### config.mk
export PLATFORM = sky130hd
export DESIGN_NAME = fetch_unit
export DESIGN_NICKNAME = d
export VERILOG_FILES = /design/src/rtl/fetch_unit.sv
export SDC_FILE = /design/constraint.sdc
export NUM_CORES = 1
export LEC_CHECK = 0
export CAP_MARGIN = 10
export CORE_MARGIN = 2
export CORE_UTILIZATION = 41
export DETAILED_ROUTE_END_ITERATION = 6
export PLACE_DENSITY = 0.8
export RECOVER_POWER = 50
export SETUP_SLACK_MARGIN = 0.1
export SYNTH_ARGS = -nofsm -noshare
export SYNTH_HDL_FRONTEND = slang
export SYNTH_SLANG_ARGS = --single-unit
export TNS_END_PERCENT = 100
### constraint.sdc
create_clock -name clk -period 2.16 [get_ports clk]
set_clock_uncertainty 0.1 [all_clocks]
set_input_delay 0.54 -clock clk [delete_from_list [all_inputs] [get_ports clk]]
set_output_delay 0.54 -clock clk [all_outputs]
set_load 0.01 [all_outputs]
### src/rtl/fetch_unit.sv
// Instruction fetch stage feeding the instruction register.
// Holds the PC, reads one word per fetch from instruction memory over a
// req/ack handshake, and hands the word to the IR with a one-cycle load pulse.
module fetch_unit #(
  parameter int ADDR_WIDTH = 16,
  parameter int DATA_WIDTH = 16,
  parameter logic [ADDR_WIDTH-1:0] RESET_PC = '0
) (
  input  logic                  clk,
  input  logic                  rst,
  input  logic                  fetch_req,
  input  logic                  jmp,
  input  logic [ADDR_WIDTH-1:0] jmp_addr,
  input  logic                  stall,
  output logic                  mem_rd,
  output logic [ADDR_WIDTH-1:0] mem_addr,
  input  logic                  mem_ack,
  input  logic [DATA_WIDTH-1:0] mem_data,
  output logic                  ir_en,
  output logic [DATA_WIDTH-1:0] ir_d,
  output logic [ADDR_WIDTH-1:0] pc,
  output logic                  busy
);

  typedef enum logic [1:0] {
    S_IDLE = 2'd0,
    S_REQ  = 2'd1,
    S_LOAD = 2'd2
  } state_t;

  localparam logic [ADDR_WIDTH-1:0] PC_ONE = {{(ADDR_WIDTH-1){1'b0}}, 1'b1};

  state_t                state_q, state_d;
  logic [ADDR_WIDTH-1:0] pc_q, pc_d;
  logic [DATA_WIDTH-1:0] word_q, word_d;

  // State, PC and fetched-word registers; reset also clears the IR word.
  always_ff @(posedge clk) begin
    if (rst) begin
      state_q <= S_IDLE;
      pc_q    <= RESET_PC;
      word_q  <= '0;
    end else begin
      state_q <= state_d;
      pc_q    <= pc_d;
      word_q  <= word_d;
    end
  end

  // Next-state logic: a jump always wins over fetching, acks and stalls.
  always_comb begin
    state_d = state_q;
    pc_d    = pc_q;
    word_d  = word_q;
    unique case (state_q)
      S_IDLE: begin
        if (jmp) begin
          pc_d = jmp_addr;
        end else if (fetch_req) begin
          state_d = S_REQ;
        end
      end
      S_REQ: begin
        if (jmp) begin
          // Abort: an ack arriving in the same cycle is thrown away.
          pc_d    = jmp_addr;
          state_d = S_IDLE;
        end else if (mem_ack) begin
          word_d  = mem_data;
          pc_d    = pc_q + PC_ONE;
          state_d = S_LOAD;
        end
      end
      S_LOAD: begin
        if (jmp) begin
          // Unstalled word still goes out via ir_en; a stalled one is dropped.
          pc_d    = jmp_addr;
          state_d = S_IDLE;
        end else if (!stall) begin
          state_d = fetch_req ? S_REQ : S_IDLE;
        end
      end
      default: begin
        state_d = S_IDLE;
      end
    endcase
  end

  assign mem_rd   = (state_q == S_REQ);
  assign mem_addr = pc_q;
  assign ir_en    = (state_q == S_LOAD) && !stall;
  assign ir_d     = word_q;
  assign pc       = pc_q;
  assign busy     = (state_q != S_IDLE);

endmodule

==> flow_summary.yaml <==
critical_path:
  r2r-end: "mem_addr[15]"
  cp-start-kind: "register"
  crit_required_ps: 1520
  path_max_fanout: 9
  crit_cells: 1
  crit_start: "mem_addr[5]"
  cp_num_buf_inv: 1
  r2r_cells: 4
  setup.worst_path.end_class: "primary output"
  path_delay_family: "buffers and inverters"
  cp_slowest_stage_delay_ps: 600
  critPathSlowestCell: "clkdlybuf4s50_1"
  endpoint: "mem_addr[5]"
  r2r_start: "mem_addr[3]"
  r2r_slack_ps: 350
  crit_type: "register to primary output"
  cp.arrival_ps: 1360
  cp_cell_sequence: "clkdlybuf4s50_1"
sta:
  rsz0062_at_grt: "yes"
  fmaxAchievable_mhz: 501
  slew_headroom_pct: 74.8
  fin_crit_sh_pct: 92.4
  setup_viol: 0
  hold_slack_ps: 350
  worst_slew_pin_slew_ps: 373
  final_hold_viol_count: 0
  slew_violations: 0
  min_period_ps: 2000
  finalSetupTns_ps: 0
logic_synthesis:
  synth_cells: 254
  ys_ff_latch: 34
  ys_types: 48
  syn-num-nets: 293
  ys.flop_type: "dfxtp_1"
  synth-warning-count: 0
  synthArstFlopShare_pct: 0
  syn_area_per_cell_um2: 7.52
  synth_edf_count: 0
  synth_area_mm2: 0.00191
  yosysSeqAreaShare_pct: 35.6
route:
  wire_per_inst_um: 14.7
  drc: 0
  viasPerCell: 5.54
  vias: 2200
  finalWirelength_um: 5830
  antenna_left: 0
  drt_iter0_drc: 215
  first_pass_iters: 4
floorplan:
  coreArea_mm2: 0.00441
  core.rowCount: 24
  ios: 89
  die_y_um: 72.2
  die-area_mm2: 0.00522
  start_util_pct: 43.3
  die_w_um: 72.2
grt:
  grt_overflow: 0
  grt_pass1_vias: 2038
  antenna_found_initial: 0
  grt_use_total_pct: 22.7
  grt_pass1_wl_um: 9570
  grt_max_degree: 19
cells_and_area:
  nets: 383
  final_core_utilization_pct: 67.1
  fin_area_mm2: 0.00296
  fillers: 385
  syn2layout_area_growth_pct: 55.2
  antenna_cells: 0
  drive_above_1_share_pct: 13.0
  instances_no_fill: 397
place:
  place.gp.congestion: 0.868
  dpl_cell_area_mm2: 0.00288
  place_inst: 389
  numPortBuffers: 88
  hpwl_um: 4410
clock_network:
  htree_levels: 2
  clk_pin_slew_worst_paths_ps: 70
  postCtsHoldBufs: 0
  tritoncts.num_buffers: 5
  cts_root_buf: "clkbuf_8"
  cts_tree: "yes"
  cts.sink_count: 34
  ctsLongestPathBuffers: 2
  clk_latency_ps: 270
power:
  pwr_density_cell_mw_per_mm2: 530
  peakVddDrop_v: 0.000581
  p_leak_nw: 1.11
min_path:
  min-delay-path-class: "register to register"
  hp-start: "ir_d[1]"
status:
  status: "finished, final reports clean"
job:
  cap_violations: 0
## cells by family after synthesis
| logic type | after synthesis | share of synthesized area (%) |
|---|---|---|
| DFF | 34 | 35.6 |
| adders and majority gates | 1 | 0.655 |
| and+or+nand+nor | 117 | 30.9 |
| muxes | 2 | 1.18 |
| AOI/OAI and AO/OA | 65 | 21.3 |
| buffers and inverters | 35 | 10.4 |
## cells in the mapped netlist (all sizes together) (3+ instances only)
master	n	area (um2)
nor4	6	37.5
nand2b	5	31.3
a32oi	3	26.3
a21oi	32	160
nor3	4	20.0
nand4	5	31.3
dfxtp	34	681
o311ai	3	26.3
or2	5	31.3
a31oi	3	18.8
buf	23	153
nor2	13	48.8
nand3b	3	22.5
nand2	50	188
clkbuf	10	37.5
or4	5	37.5
o21ai	7	35.0
nand3	9	55.1
## tightest hold or removal path: stages (launching register included)
cell and delay, ps:
dfxtp_1 310, nand2_1 50, a21oi_1 50
## cell usage in the layout, fill, tap and decap left out, types with 2 or more instances in the layout
| cell type | count |
|---|---|
| mux2_2 | 2 |
| buf_4 | 24 |
| a31oi_1 | 3 |
| and2_1 | 2 |
| or2_2 | 3 |
| and3_1 | 2 |
| o32ai_1 | 2 |
| dlygate4sd3_1 | 22 |
| nand4_1 | 5 |
| clkbuf_4 | 2 |
| a211oi_1 | 2 |
| a21oi_1 | 32 |
| o221ai_1 | 2 |
| clkdlybuf4s50_1 | 63 |
| nor3b_1 | 2 |
| o311ai_0 | 3 |
| nor2b_1 | 2 |
| nand3b_1 | 3 |
| nor2_1 | 13 |
| or4_1 | 5 |
| nand2b_1 | 5 |
| o21ai_0 | 7 |
| clkbuf_2 | 2 |
| dfxtp_1 | 34 |
| nand2_1 | 50 |
| nor4_1 | 6 |
| nand3_2 | 2 |
| nor3_1 | 4 |
| a32oi_1 | 3 |
| inv_1 | 2 |
| nand3_1 | 7 |
| a311oi_1 | 2 |
| clkbuf_8 | 6 |
## sequential cells by signal, indices dropped and copies added, names as in the netlist
name and count:
ir_d 16, mem_addr 16, state_q 2
## area by class of cell
cell class / count / area, um2 / area share (%)
Clock inverter: 2 / 12.5 / 0.422
Clock buffer: 6 / 82.6 / 2.79
Inverter: 2 / 7.51 / 0.253
Sequential cell: 34 / 681 / 23.0
Multi-Input combinational cell: 185 / 1040 / 35.0
Tap cell: 52 / 65.1 / 2.20
Timing Repair Buffer: 116 / 1080 / 36.4
## worst min path at each step
stage          endpoint  depth (start not counted)  slack, ps
6_report        ir_d[1]                          2        350
3_3_place_gp   ir_d[11]                          2        340
3_5_place_dp    ir_d[2]                          2        350
2_1_floorplan   ir_d[0]                          2        380
5_1_grt        ir_d[10]                          2        370
4_1_cts         ir_d[2]                          2        360
## where the power goes
group,internal (W),switching (W)
logic,0.000221,0.000159
clock network,0.000256,0.000233
registers,0.000658,0.0000435
## routing by layer
layer,vias up,part of all wire [%],GRT usage [%]
met5,-,0,0
met4,0,0.98,4.82
met3,8,6.0,4.44
met2,87,51,38.9
met1,1023,42,29.5
li1,1082,-,-
## per-stage QoR
step | total power (W) | setup WS (ps)
floorplan | 0.000885 | 355
global placement | 0.00109 | -174
detailed placement | 0.00110 | -229
CTS | 0.00159 | 96.7
global route | 0.00164 | 86.3
finish | 0.00157 | 164
## repair_timing
item / CTS / global route
gates resized for setup: 2 / 4
gates cloned: 0 / 0
buffers inserted: 0 / 0
endpoints found under the setup margin: 3 / 3
No activity file was read; power rests on OpenSTA's default activity.
